`src/rtl/ctrl_decode_stage_pkg.sv`:
```
// Shared definitions for the decode stage: RV32I opcodes, control encodings,
// the registered control bundle and the branch-condition helper.
package ctrl_decode_stage_pkg;

    localparam logic [6:0] OPC_LOAD   = 7'b0000011;
    localparam logic [6:0] OPC_R      = 7'b0110011;
    localparam logic [6:0] OPC_IARITH = 7'b0010011;
    localparam logic [6:0] OPC_STORE  = 7'b0100011;
    localparam logic [6:0] OPC_BRANCH = 7'b1100011;
    localparam logic [6:0] OPC_JAL    = 7'b1101111;
    localparam logic [6:0] OPC_JALR   = 7'b1100111;
    localparam logic [6:0] OPC_AUIPC  = 7'b0010111;
    localparam logic [6:0] OPC_LUI    = 7'b0110111;

    typedef enum logic [2:0] {
        IMM_I = 3'b000,
        IMM_S = 3'b001,
        IMM_B = 3'b010,
        IMM_J = 3'b011,
        IMM_U = 3'b100
    } imm_src_e;

    typedef enum logic [1:0] {
        RES_ALU  = 2'b00,
        RES_MEM  = 2'b01,
        RES_PC4  = 2'b10,
        RES_IMM  = 2'b11
    } result_src_e;

    typedef enum logic [1:0] {
        ALU_ADD    = 2'b00,
        ALU_BRANCH = 2'b01,
        ALU_FUNCT  = 2'b10
    } alu_op_e;

    typedef struct packed {
        logic        reg_write;
        logic        mem_write;
        logic        alu_src;
        logic        alu_a_src;
        result_src_e result_src;
        imm_src_e    imm_src;
        alu_op_e     alu_op;
        logic        branch;
        logic        jal;
        logic        jalr;
    } ctrl_bundle_t;

    // funct3 010/011 never reach here as a branch; they decode as illegal.
    function automatic logic branch_taken(input logic [2:0] funct3,
                                          input logic eq, input logic lt,
                                          input logic ltu);
        logic taken;
        taken = 1'b0;
        case (funct3)
            3'b000:  taken = eq;
            3'b001:  taken = !eq;
            3'b100:  taken = lt;
            3'b101:  taken = !lt;
            3'b110:  taken = ltu;
            3'b111:  taken = !ltu;
            default: taken = 1'b0;
        endcase
        return taken;
    endfunction

endpackage

```
`src/rtl/ctrl_decode_stage_if.sv`:
```
// Bundle of the upstream handshake, downstream decoded outputs and branch
// flags; the stage is the slave, its environment the master.
interface ctrl_decode_stage_if #(
    parameter int ADDR_WIDTH    = 32,
    parameter int ILL_CNT_WIDTH = 8
);
    logic                     valid_i;
    logic                     ready_o;
    logic [31:0]              instr_i;
    logic [ADDR_WIDTH-1:0]    pc_i;
    logic                     flush_i;
    logic                     ready_i;
    logic                     valid_o;
    logic [ADDR_WIDTH-1:0]    pc_o;
    logic [4:0]               rd_o;
    logic [4:0]               rs1_o;
    logic [4:0]               rs2_o;
    logic                     reg_write_o;
    logic                     mem_write_o;
    logic                     alu_src_o;
    logic                     alu_a_src_o;
    logic [1:0]               result_src_o;
    logic [2:0]               imm_src_o;
    logic [1:0]               alu_op_o;
    logic                     eq_i;
    logic                     lt_i;
    logic                     ltu_i;
    logic                     pc_src_o;
    logic                     jalr_pc_src_o;
    logic                     illegal_o;
    logic [ILL_CNT_WIDTH-1:0] ill_cnt_o;

    modport slave (
        input  valid_i, instr_i, pc_i, flush_i, ready_i, eq_i, lt_i, ltu_i,
        output ready_o, valid_o, pc_o, rd_o, rs1_o, rs2_o,
               reg_write_o, mem_write_o, alu_src_o, alu_a_src_o,
               result_src_o, imm_src_o, alu_op_o,
               pc_src_o, jalr_pc_src_o, illegal_o, ill_cnt_o
    );

    modport master (
        output valid_i, instr_i, pc_i, flush_i, ready_i, eq_i, lt_i, ltu_i,
        input  ready_o, valid_o, pc_o, rd_o, rs1_o, rs2_o,
               reg_write_o, mem_write_o, alu_src_o, alu_a_src_o,
               result_src_o, imm_src_o, alu_op_o,
               pc_src_o, jalr_pc_src_o, illegal_o, ill_cnt_o
    );

endinterface

```
`src/rtl/ctrl_decode_stage_opcode_decode.sv`:
```
// Purely combinational RV32I opcode/funct3 decode into the control bundle,
// with an illegal flag for unlisted opcodes and reserved branch funct3.
module ctrl_opcode_decode
    import ctrl_decode_stage_pkg::*;
(
    input  logic [31:0]  instr_i,
    output ctrl_bundle_t ctrl_o,
    output logic         illegal_o
);

    logic [6:0] opcode;
    logic [2:0] funct3;
    logic       unused_instr_bits;

    assign opcode            = instr_i[6:0];
    assign funct3            = instr_i[14:12];
    assign unused_instr_bits = ^{instr_i[31:15], instr_i[11:7]};

    // Illegal encodings leave the all-zero default bundle in place.
    always_comb begin
        ctrl_o    = '0;
        illegal_o = 1'b0;
        case (opcode)
            OPC_LOAD: begin
                ctrl_o.reg_write  = 1'b1;
                ctrl_o.alu_src    = 1'b1;
                ctrl_o.result_src = RES_MEM;
            end
            OPC_R: begin
                ctrl_o.reg_write = 1'b1;
                ctrl_o.alu_op    = ALU_FUNCT;
            end
            OPC_IARITH: begin
                ctrl_o.reg_write = 1'b1;
                ctrl_o.alu_src   = 1'b1;
                ctrl_o.alu_op    = ALU_FUNCT;
            end
            OPC_STORE: begin
                ctrl_o.mem_write = 1'b1;
                ctrl_o.alu_src   = 1'b1;
                ctrl_o.imm_src   = IMM_S;
            end
            OPC_BRANCH: begin
                if (funct3 == 3'b010 || funct3 == 3'b011) begin
                    illegal_o = 1'b1;
                end else begin
                    ctrl_o.imm_src = IMM_B;
                    ctrl_o.alu_op  = ALU_BRANCH;
                    ctrl_o.branch  = 1'b1;
                end
            end
            OPC_JAL: begin
                ctrl_o.reg_write  = 1'b1;
                ctrl_o.alu_src    = 1'b1;
                ctrl_o.result_src = RES_PC4;
                ctrl_o.imm_src    = IMM_J;
                ctrl_o.jal        = 1'b1;
            end
            OPC_JALR: begin
                ctrl_o.reg_write  = 1'b1;
                ctrl_o.alu_src    = 1'b1;
                ctrl_o.result_src = RES_PC4;
                ctrl_o.jalr       = 1'b1;
            end
            OPC_AUIPC: begin
                ctrl_o.reg_write = 1'b1;
                ctrl_o.alu_src   = 1'b1;
                ctrl_o.alu_a_src = 1'b1;
                ctrl_o.imm_src   = IMM_U;
            end
            OPC_LUI: begin
                ctrl_o.reg_write  = 1'b1;
                ctrl_o.alu_src    = 1'b1;
                ctrl_o.result_src = RES_IMM;
                ctrl_o.imm_src    = IMM_U;
            end
            default: illegal_o = 1'b1;
        endcase
    end

endmodule

```
`src/rtl/ctrl_decode_stage.sv`:
```
// Decode pipeline stage: one-entry valid/ready register holding the decoded
// control bundle, branch resolution against comparator flags, illegal counter.
module ctrl_decode_stage
    import ctrl_decode_stage_pkg::*;
#(
    parameter int ADDR_WIDTH    = 32,
    parameter int ILL_CNT_WIDTH = 8
) (
    input  logic         clk_i,
    input  logic         rst_n_i,
    ctrl_decode_stage_if.slave bus
);

    ctrl_bundle_t             dec_ctrl;
    logic                     dec_illegal;
    logic                     ready;
    logic                     accept;
    logic                     load;

    logic                     valid_q;
    ctrl_bundle_t             ctrl_q;
    logic [2:0]               funct3_q;
    logic                     illegal_q;
    logic [ADDR_WIDTH-1:0]    pc_q;
    logic [4:0]               rd_q;
    logic [4:0]               rs1_q;
    logic [4:0]               rs2_q;
    logic [ILL_CNT_WIDTH-1:0] ill_cnt_q;
    logic [ILL_CNT_WIDTH-1:0] ill_cnt_d;

    ctrl_opcode_decode u_decode (
        .instr_i   (bus.instr_i),
        .ctrl_o    (dec_ctrl),
        .illegal_o (dec_illegal)
    );

    assign ready  = !valid_q || bus.ready_i;
    assign accept = bus.valid_i && ready;
    assign load   = accept && !bus.flush_i;

    // An offered illegal instruction is counted even if a flush kills it.
    always_comb begin
        ill_cnt_d = ill_cnt_q;
        if (accept && dec_illegal && (ill_cnt_q != '1)) begin
            ill_cnt_d = ill_cnt_q + ILL_CNT_WIDTH'(1);
        end
    end

    always_ff @(posedge clk_i or negedge rst_n_i) begin
        if (!rst_n_i) begin
            valid_q   <= 1'b0;
            ctrl_q    <= '0;
            funct3_q  <= '0;
            illegal_q <= 1'b0;
            pc_q      <= '0;
            rd_q      <= '0;
            rs1_q     <= '0;
            rs2_q     <= '0;
            ill_cnt_q <= '0;
        end else begin
            ill_cnt_q <= ill_cnt_d;
            if (bus.flush_i) begin
                valid_q <= 1'b0;
            end else if (load) begin
                valid_q   <= 1'b1;
                ctrl_q    <= dec_ctrl;
                funct3_q  <= bus.instr_i[14:12];
                illegal_q <= dec_illegal;
                pc_q      <= bus.pc_i;
                rd_q      <= bus.instr_i[11:7];
                rs1_q     <= bus.instr_i[19:15];
                rs2_q     <= bus.instr_i[24:20];
            end else if (bus.ready_i) begin
                valid_q <= 1'b0;
            end
        end
    end

    assign bus.ready_o       = ready;
    assign bus.valid_o       = valid_q;
    assign bus.pc_o          = pc_q;
    assign bus.rd_o          = rd_q;
    assign bus.rs1_o         = rs1_q;
    assign bus.rs2_o         = rs2_q;
    assign bus.reg_write_o   = ctrl_q.reg_write;
    assign bus.mem_write_o   = ctrl_q.mem_write;
    assign bus.alu_src_o     = ctrl_q.alu_src;
    assign bus.alu_a_src_o   = ctrl_q.alu_a_src;
    assign bus.result_src_o  = ctrl_q.result_src;
    assign bus.imm_src_o     = ctrl_q.imm_src;
    assign bus.alu_op_o      = ctrl_q.alu_op;
    assign bus.illegal_o     = illegal_q;
    assign bus.ill_cnt_o     = ill_cnt_q;

    // Redirects are resolved late, against flags for the held instruction.
    assign bus.pc_src_o      = valid_q && (ctrl_q.jal ||
                               (ctrl_q.branch &&
                                branch_taken(funct3_q, bus.eq_i, bus.lt_i, bus.ltu_i)));
    assign bus.jalr_pc_src_o = valid_q && ctrl_q.jalr;

endmodule

```
`src/flat_wrapper.sv`:
```
// flat-port wrapper written by rule: the top's interface ports become plain ports
module ctrl_decode_stage_flat import ctrl_decode_stage_pkg::*;
#(
    parameter int ADDR_WIDTH    = 32,
    parameter int ILL_CNT_WIDTH = 8
)
  (clk_i, rst_n_i, bus_valid_i, bus_instr_i, bus_pc_i, bus_flush_i, bus_ready_i, bus_eq_i, bus_lt_i, bus_ltu_i, bus_ready_o, bus_valid_o, bus_pc_o, bus_rd_o, bus_rs1_o, bus_rs2_o, bus_reg_write_o, bus_mem_write_o, bus_alu_src_o, bus_alu_a_src_o, bus_result_src_o, bus_imm_src_o, bus_alu_op_o, bus_pc_src_o, bus_jalr_pc_src_o, bus_illegal_o, bus_ill_cnt_o);
  ctrl_decode_stage_if #(.ADDR_WIDTH(ADDR_WIDTH), .ILL_CNT_WIDTH(ILL_CNT_WIDTH)) bus_i ();
  input  logic clk_i;
  input  logic rst_n_i;
  input wire logic [$bits(bus_i.valid_i)-1:0] bus_valid_i;
  input wire logic [$bits(bus_i.instr_i)-1:0] bus_instr_i;
  input wire logic [$bits(bus_i.pc_i)-1:0] bus_pc_i;
  input wire logic [$bits(bus_i.flush_i)-1:0] bus_flush_i;
  input wire logic [$bits(bus_i.ready_i)-1:0] bus_ready_i;
  input wire logic [$bits(bus_i.eq_i)-1:0] bus_eq_i;
  input wire logic [$bits(bus_i.lt_i)-1:0] bus_lt_i;
  input wire logic [$bits(bus_i.ltu_i)-1:0] bus_ltu_i;
  output wire logic [$bits(bus_i.ready_o)-1:0] bus_ready_o;
  output wire logic [$bits(bus_i.valid_o)-1:0] bus_valid_o;
  output wire logic [$bits(bus_i.pc_o)-1:0] bus_pc_o;
  output wire logic [$bits(bus_i.rd_o)-1:0] bus_rd_o;
  output wire logic [$bits(bus_i.rs1_o)-1:0] bus_rs1_o;
  output wire logic [$bits(bus_i.rs2_o)-1:0] bus_rs2_o;
  output wire logic [$bits(bus_i.reg_write_o)-1:0] bus_reg_write_o;
  output wire logic [$bits(bus_i.mem_write_o)-1:0] bus_mem_write_o;
  output wire logic [$bits(bus_i.alu_src_o)-1:0] bus_alu_src_o;
  output wire logic [$bits(bus_i.alu_a_src_o)-1:0] bus_alu_a_src_o;
  output wire logic [$bits(bus_i.result_src_o)-1:0] bus_result_src_o;
  output wire logic [$bits(bus_i.imm_src_o)-1:0] bus_imm_src_o;
  output wire logic [$bits(bus_i.alu_op_o)-1:0] bus_alu_op_o;
  output wire logic [$bits(bus_i.pc_src_o)-1:0] bus_pc_src_o;
  output wire logic [$bits(bus_i.jalr_pc_src_o)-1:0] bus_jalr_pc_src_o;
  output wire logic [$bits(bus_i.illegal_o)-1:0] bus_illegal_o;
  output wire logic [$bits(bus_i.ill_cnt_o)-1:0] bus_ill_cnt_o;
  assign bus_i.valid_i = bus_valid_i;
  assign bus_i.instr_i = bus_instr_i;
  assign bus_i.pc_i = bus_pc_i;
  assign bus_i.flush_i = bus_flush_i;
  assign bus_i.ready_i = bus_ready_i;
  assign bus_i.eq_i = bus_eq_i;
  assign bus_i.lt_i = bus_lt_i;
  assign bus_i.ltu_i = bus_ltu_i;
  assign bus_ready_o = bus_i.ready_o;
  assign bus_valid_o = bus_i.valid_o;
  assign bus_pc_o = bus_i.pc_o;
  assign bus_rd_o = bus_i.rd_o;
  assign bus_rs1_o = bus_i.rs1_o;
  assign bus_rs2_o = bus_i.rs2_o;
  assign bus_reg_write_o = bus_i.reg_write_o;
  assign bus_mem_write_o = bus_i.mem_write_o;
  assign bus_alu_src_o = bus_i.alu_src_o;
  assign bus_alu_a_src_o = bus_i.alu_a_src_o;
  assign bus_result_src_o = bus_i.result_src_o;
  assign bus_imm_src_o = bus_i.imm_src_o;
  assign bus_alu_op_o = bus_i.alu_op_o;
  assign bus_pc_src_o = bus_i.pc_src_o;
  assign bus_jalr_pc_src_o = bus_i.jalr_pc_src_o;
  assign bus_illegal_o = bus_i.illegal_o;
  assign bus_ill_cnt_o = bus_i.ill_cnt_o;
  ctrl_decode_stage #(.ADDR_WIDTH(ADDR_WIDTH), .ILL_CNT_WIDTH(ILL_CNT_WIDTH)) u_core (.clk_i(clk_i), .rst_n_i(rst_n_i), .bus(bus_i));
endmodule
```
`config.mk`:
```
export PLATFORM = sky130hd
export DESIGN_NAME = ctrl_decode_stage_flat
export DESIGN_NICKNAME = d
export VERILOG_FILES = /design/src/rtl/ctrl_decode_stage_pkg.sv /design/src/rtl/ctrl_decode_stage_if.sv /design/src/rtl/ctrl_decode_stage_opcode_decode.sv /design/src/rtl/ctrl_decode_stage.sv /design/src/flat_wrapper.sv
export SDC_FILE = /design/constraint.sdc
export NUM_CORES = 1
export LEC_CHECK = 0
export CAP_MARGIN = 30
export CORE_MARGIN = 4
export CORE_UTILIZATION = 45
export DETAILED_ROUTE_END_ITERATION = 16
export PLACE_DENSITY = 0.89
export SLEW_MARGIN = 15
export SYNTH_ARGS = -nofsm -noshare
export SYNTH_HDL_FRONTEND = slang
export SYNTH_HIERARCHICAL = 1
export SYNTH_SLANG_ARGS = --single-unit
```
`constraint.sdc`:
```
create_clock -name clk_i -period 5.1 [get_ports clk_i]
set_clock_uncertainty 0.15 [all_clocks]
set_input_delay 1.02 -clock clk_i [delete_from_list [all_inputs] [get_ports clk_i]]
set_output_delay 1.02 -clock clk_i [all_outputs]
set_load 0.05 [all_outputs]
```
==> report_table.html <==
<table>
<tr><th>Metric</th><th>Value</th></tr>
<tr><th colspan="2">Critical path</th></tr>
<tr><td>List of cells traversed by the critical path</td><td>clkdlybuf4s50_1 &gt; mux2i_1 &gt; xor2_1 &gt; o21ai_0 &gt; o211a_1 &gt; clkdlybuf4s50_1</td></tr>
<tr><td>Data arrival at the endpoint of the critical path</td><td>roughly 2800 ps</td></tr>
<tr><td>Crit path launch type</td><td>input port</td></tr>
<tr><td>Maximum fanout encountered on the critical timing path</td><td>1</td></tr>
<tr><td>Register-to-register setup slack</td><td>around 3200 ps</td></tr>
<tr><td>Start-to-end type of the worst setup path</td><td>input port to primary output</td></tr>
<tr><td>CP Data Required Time</td><td>3930 ps</td></tr>
<tr><td>Critical-path top delay cell</td><td>clkdlybuf4s50_1</td></tr>
<tr><td>Slowest stage delay, CP</td><td>about 800 ps</td></tr>
<tr><td>Most numerous cell on the critical path</td><td>clkdlybuf4s50_1</td></tr>
<tr><td>Nature of the critical path endpoint</td><td>primary output</td></tr>
<tr><th colspan="2">Cells and area</th></tr>
<tr><td>Commonest cells after routing, fill and taps aside</td><td>clkdlybuf4s50_1 (134), dfrtp_1 (74), mux2_1 (50)</td></tr>
<tr><td>Most common cell after layout, fill and taps aside</td><td>clkdlybuf4s50_1</td></tr>
<tr><td>Antenna cells</td><td>0</td></tr>
<tr><td>Fill count</td><td>around 540</td></tr>
<tr><td>Design area</td><td>4840 um^2</td></tr>
<tr><td>Fraction of final layout cells with drive strength greater than 1</td><td>approximately an eighth</td></tr>
<tr><td>Final #Nets</td><td>around 440</td></tr>
<tr><td>Area growth syn-to-layout</td><td>48.7%</td></tr>
<tr><th colspan="2">Yosys</th></tr>
<tr><td>Synthesized area</td><td>3250 um^2</td></tr>
<tr><td>Number of storage elements in the synthesis netlist</td><td>74</td></tr>
<tr><td>Post-synth net total</td><td>312</td></tr>
<tr><td>Number of enable-type register cells in the synthesized netlist</td><td>0</td></tr>
<tr><td>Fraction of registers with async set or reset after synthesis</td><td>100%</td></tr>
<tr><td>Average size of a mapped cell</td><td>roughly 14 um^2</td></tr>
<tr><td>Number of distinct library cells after synthesis</td><td>39</td></tr>
<tr><td>Portion of the post-synthesis area used by sequential elements</td><td>between 50% and 60%</td></tr>
<tr><td>Synth warnings</td><td>6</td></tr>
<tr><td>Cells after synthesis</td><td>239</td></tr>
<tr><td>Predominant post-synthesis flop cell</td><td>dfrtp_1</td></tr>
<tr><th colspan="2">Run status</th></tr>
<tr><td>Run status</td><td>finished clean</td></tr>
<tr><th colspan="2">Global routing</th></tr>
<tr><td>Global-route usage over all layers</td><td>roughly 18%</td></tr>
<tr><td>Antenna violations before repair</td><td>0</td></tr>
<tr><td>Largest net degree at the start of global routing</td><td>between 70 and 80</td></tr>
<tr><td>First-pass GRT wire length</td><td>12.5 mm</td></tr>
<tr><td>Number of global-route vias before repair</td><td>around 2600</td></tr>
<tr><td>Total congestion overflow</td><td>0</td></tr>
<tr><th colspan="2">Clock network</th></tr>
<tr><td>Cell at the root of the clock tree</td><td>clkbuf_8</td></tr>
<tr><td>Clock latency at the later pin of the worst-skew pair</td><td>330 ps</td></tr>
<tr><td>Post-cts repair resize count</td><td>0</td></tr>
<tr><td>Htree depth</td><td>3</td></tr>
<tr><td>Total CTS buffers</td><td>9</td></tr>
<tr><td>Maximum root-to-sink buffer count</td><td>2</td></tr>
<tr><td>Post-CTS setup-driven buffer insertion count</td><td>0</td></tr>
<tr><td>Clock-pin slew of the registers on the worst-case setup and hold paths</td><td>approximately 70 ps</td></tr>
<tr><td>Number of buffers inserted by hold repair at cts</td><td>0</td></tr>
<tr><td>Number of sinks driven by the clock tree</td><td>between 70 and 80</td></tr>
<tr><td>Clock tree from TritonCTS</td><td>yes</td></tr>
<tr><th colspan="2">Placed design</th></tr>
<tr><td>Post-placement worst setup slack</td><td>between 1000 and 1500 ps</td></tr>
<tr><td>HPWL after detailed placement</td><td>approximately 5.6 mm</td></tr>
<tr><td>Port Buffer Count</td><td>between 100 and 150</td></tr>
<tr><td>Final GP Congestion</td><td>~0.8</td></tr>
<tr><td>Area post-placement</td><td>~4600 um^2</td></tr>
<tr><th colspan="2">STA</th></tr>
<tr><td>Setup TNS after final layout</td><td>0 ps</td></tr>
<tr><td>Period utilization</td><td>between 70 and 80%</td></tr>
<tr><td>Final-report max-slew violation count</td><td>0</td></tr>
<tr><td>Final Hold Fails</td><td>0</td></tr>
<tr><td>Transition time of the tightest slew-check pin</td><td>around 530 ps</td></tr>
<tr><td>Tightest hold margin</td><td>about 330 ps</td></tr>
<tr><td>Worst slew margin relative to its limit</td><td>between 60% and 70%</td></tr>
<tr><td>Final critical path time including I/O delays and setup</td><td>between 4000 and 5000 ps</td></tr>
<tr><td>Final setup violation count</td><td>0</td></tr>
<tr><td>Worst path setup slack after routing</td><td>~1100 ps</td></tr>
<tr><td>Maximum operating frequency</td><td>approximately 250 MHz</td></tr>
<tr><td>RSZ-0062 raised after global routing</td><td>false</td></tr>
<tr><th colspan="2">Detailed routing</th></tr>
<tr><td>Routed wire per std cell</td><td>15.8 um</td></tr>
<tr><td>Number of vias per cell</td><td>4.95</td></tr>
<tr><td>Vias</td><td>around 2300</td></tr>
<tr><td>Sum of routed wire length over all layers</td><td>7.44 mm</td></tr>
<tr><td>Initial drt markers</td><td>45</td></tr>
<tr><td>Final antenna-violating net count</td><td>0</td></tr>
<tr><td>Drc violations</td><td>0</td></tr>
<tr><td>Initial DRT Pass Iterations</td><td>4</td></tr>
<tr><th colspan="2">Die</th></tr>
<tr><td>Top-level port count</td><td>between 100 and 150</td></tr>
<tr><td>DIE WIDTH</td><td>roughly 93 um</td></tr>
<tr><td>Initial standard-cell utilization of the core</td><td>47.1%</td></tr>
<tr><td>Core Region</td><td>6910 um^2</td></tr>
<tr><td>Number of cell rows</td><td>30</td></tr>
<tr><td>Die area</td><td>slightly below 9000 um^2</td></tr>
<tr><td>Vertical die dimension</td><td>93.0 um</td></tr>
<tr><th colspan="2">Power</th></tr>
<tr><td>Worst-case vdd ir drop</td><td>approximately 0.00027 V</td></tr>
<tr><td>Leakage dissipation</td><td>roughly 0.002 uW</td></tr>
<tr><td>Power density cells</td><td>401 nW/um^2</td></tr>
<tr><th colspan="2">Run</th></tr>
<tr><td>Max-cap violation count</td><td>0</td></tr>
<tr><th colspan="2">Hold path</th></tr>
<tr><td>Path category of the worst min-delay check</td><td>flop to flop</td></tr>
</table>
cell families after synthesis:
kind of cell / Yosys count / synth area share [%]
muxes: 70 / 24.3
buffers and inverters: 21 / 4.73
and+or+nand+nor: 51 / 8.73
adders and majority gates: 1 / 0.385
AOI/OAI and AO/OA: 17 / 3.62
DFF: 74 / 56.9
xor gates and xnor gates: 5 / 1.35
layer usage:
layer | vias to the layer above | wire length, um | track usage (%)
li1 | 1102 | - | -
met1 | 1141 | 2840 | 20.1
met2 | 82 | 3870 | 32.0
met3 | 11 | 617 | 6.44
met4 | 0 | 108 | 6.47
met5 | - | 0 | 0
registers in the layout (all words and copies together) (netlist names):
name                     flops
u_core/bus.valid_o           1
u_core/ctrl_q                3
u_core/bus.mem_write_o       1
u_core/bus.pc_o             32
u_core/bus.alu_op_o          2
u_core/bus.reg_write_o       1
u_core/bus.imm_src_o         3
u_core/bus.result_src_o      2
u_core/bus.rd_o              5
u_core/bus.rs1_o             5
u_core/bus.ill_cnt_o         8
u_core/bus.illegal_o         1
u_core/funct3_q              3
u_core/bus.rs2_o             5
u_core/bus.alu_src_o         1
u_core/bus.alu_a_src_o       1
synth_stat cells (2+ instances only):
cell      instances  share of area [%]
a21oi_1           6               0.92
buf_2             3               0.46
buf_4             9                2.1
buf_6             5                1.7
dfrtp_1          74                 57
inv_1             2               0.23
inv_2             2               0.23
mux2_1           50                 17
mux2_2           17                5.9
mux2i_1           2               0.62
nand2_1           9                1.0
nand2b_1          2               0.38
nand3_1           7                1.1
nand3b_1          2               0.46
nor2_1           11                1.3
nor2b_1           2               0.38
nor3_1            6               0.92
o21ai_0           4               0.62
or3_1             3               0.58
xnor2_1           2               0.54
xor2_1            3               0.81
power breakdown:
part	leakage, uW	switching [uW]	internal (uW)
registers	0.000902	70.2	684
logic	0.00104	468	289
clock network	0.0000914	201	226
total	0.00203	739	1200
worst paths after layout:
path                               startpoint                      to  cells past startpoint
min in group asynchronous             rst_n_i     u_core/bus.pc_o[31]                      1
hold / removal               u_core/ctrl_q[0]        u_core/ctrl_q[0]                      1
max in group asynchronous             rst_n_i      u_core/funct3_q[2]                      2
hold reg to reg              u_core/ctrl_q[0]        u_core/ctrl_q[0]                      1
setup / recovery                     bus_lt_i            bus_pc_src_o                      6
setup reg to reg           u_core/bus.valid_o  u_core/bus.mem_write_o                      6
through the flow:
stage / utilization, % / power [uW] / std cells
6_report: 70.0 / 1940 / 472
5_1_grt: 70.0 / 2040 / 472
4_1_cts: 69.6 / 1960 / 471
3_5_place_dp: 67.0 / 1530 / 455
3_3_place_gp: 66.8 / 1500 / 454
2_1_floorplan: - / 1230 / 239
area by class of cell:
class	count	area [um^2]	area share, %
clock buffer	13	139	2.87
clock inverter	3	40.0	0.828
inverter	4	15.0	0.310
multi-input combinational	144	1250	25.9
sequential	74	1850	38.3
tap	96	120	2.48
timing repair buffer	138	1420	29.3
worst max-delay path: cells and delay by family:
family,cells,cell delay (ps)
buf+inv,2,1250
mux,1,80
compound gates,2,330
xor+xnor,1,140
Power figures use the tool's default switching activity.
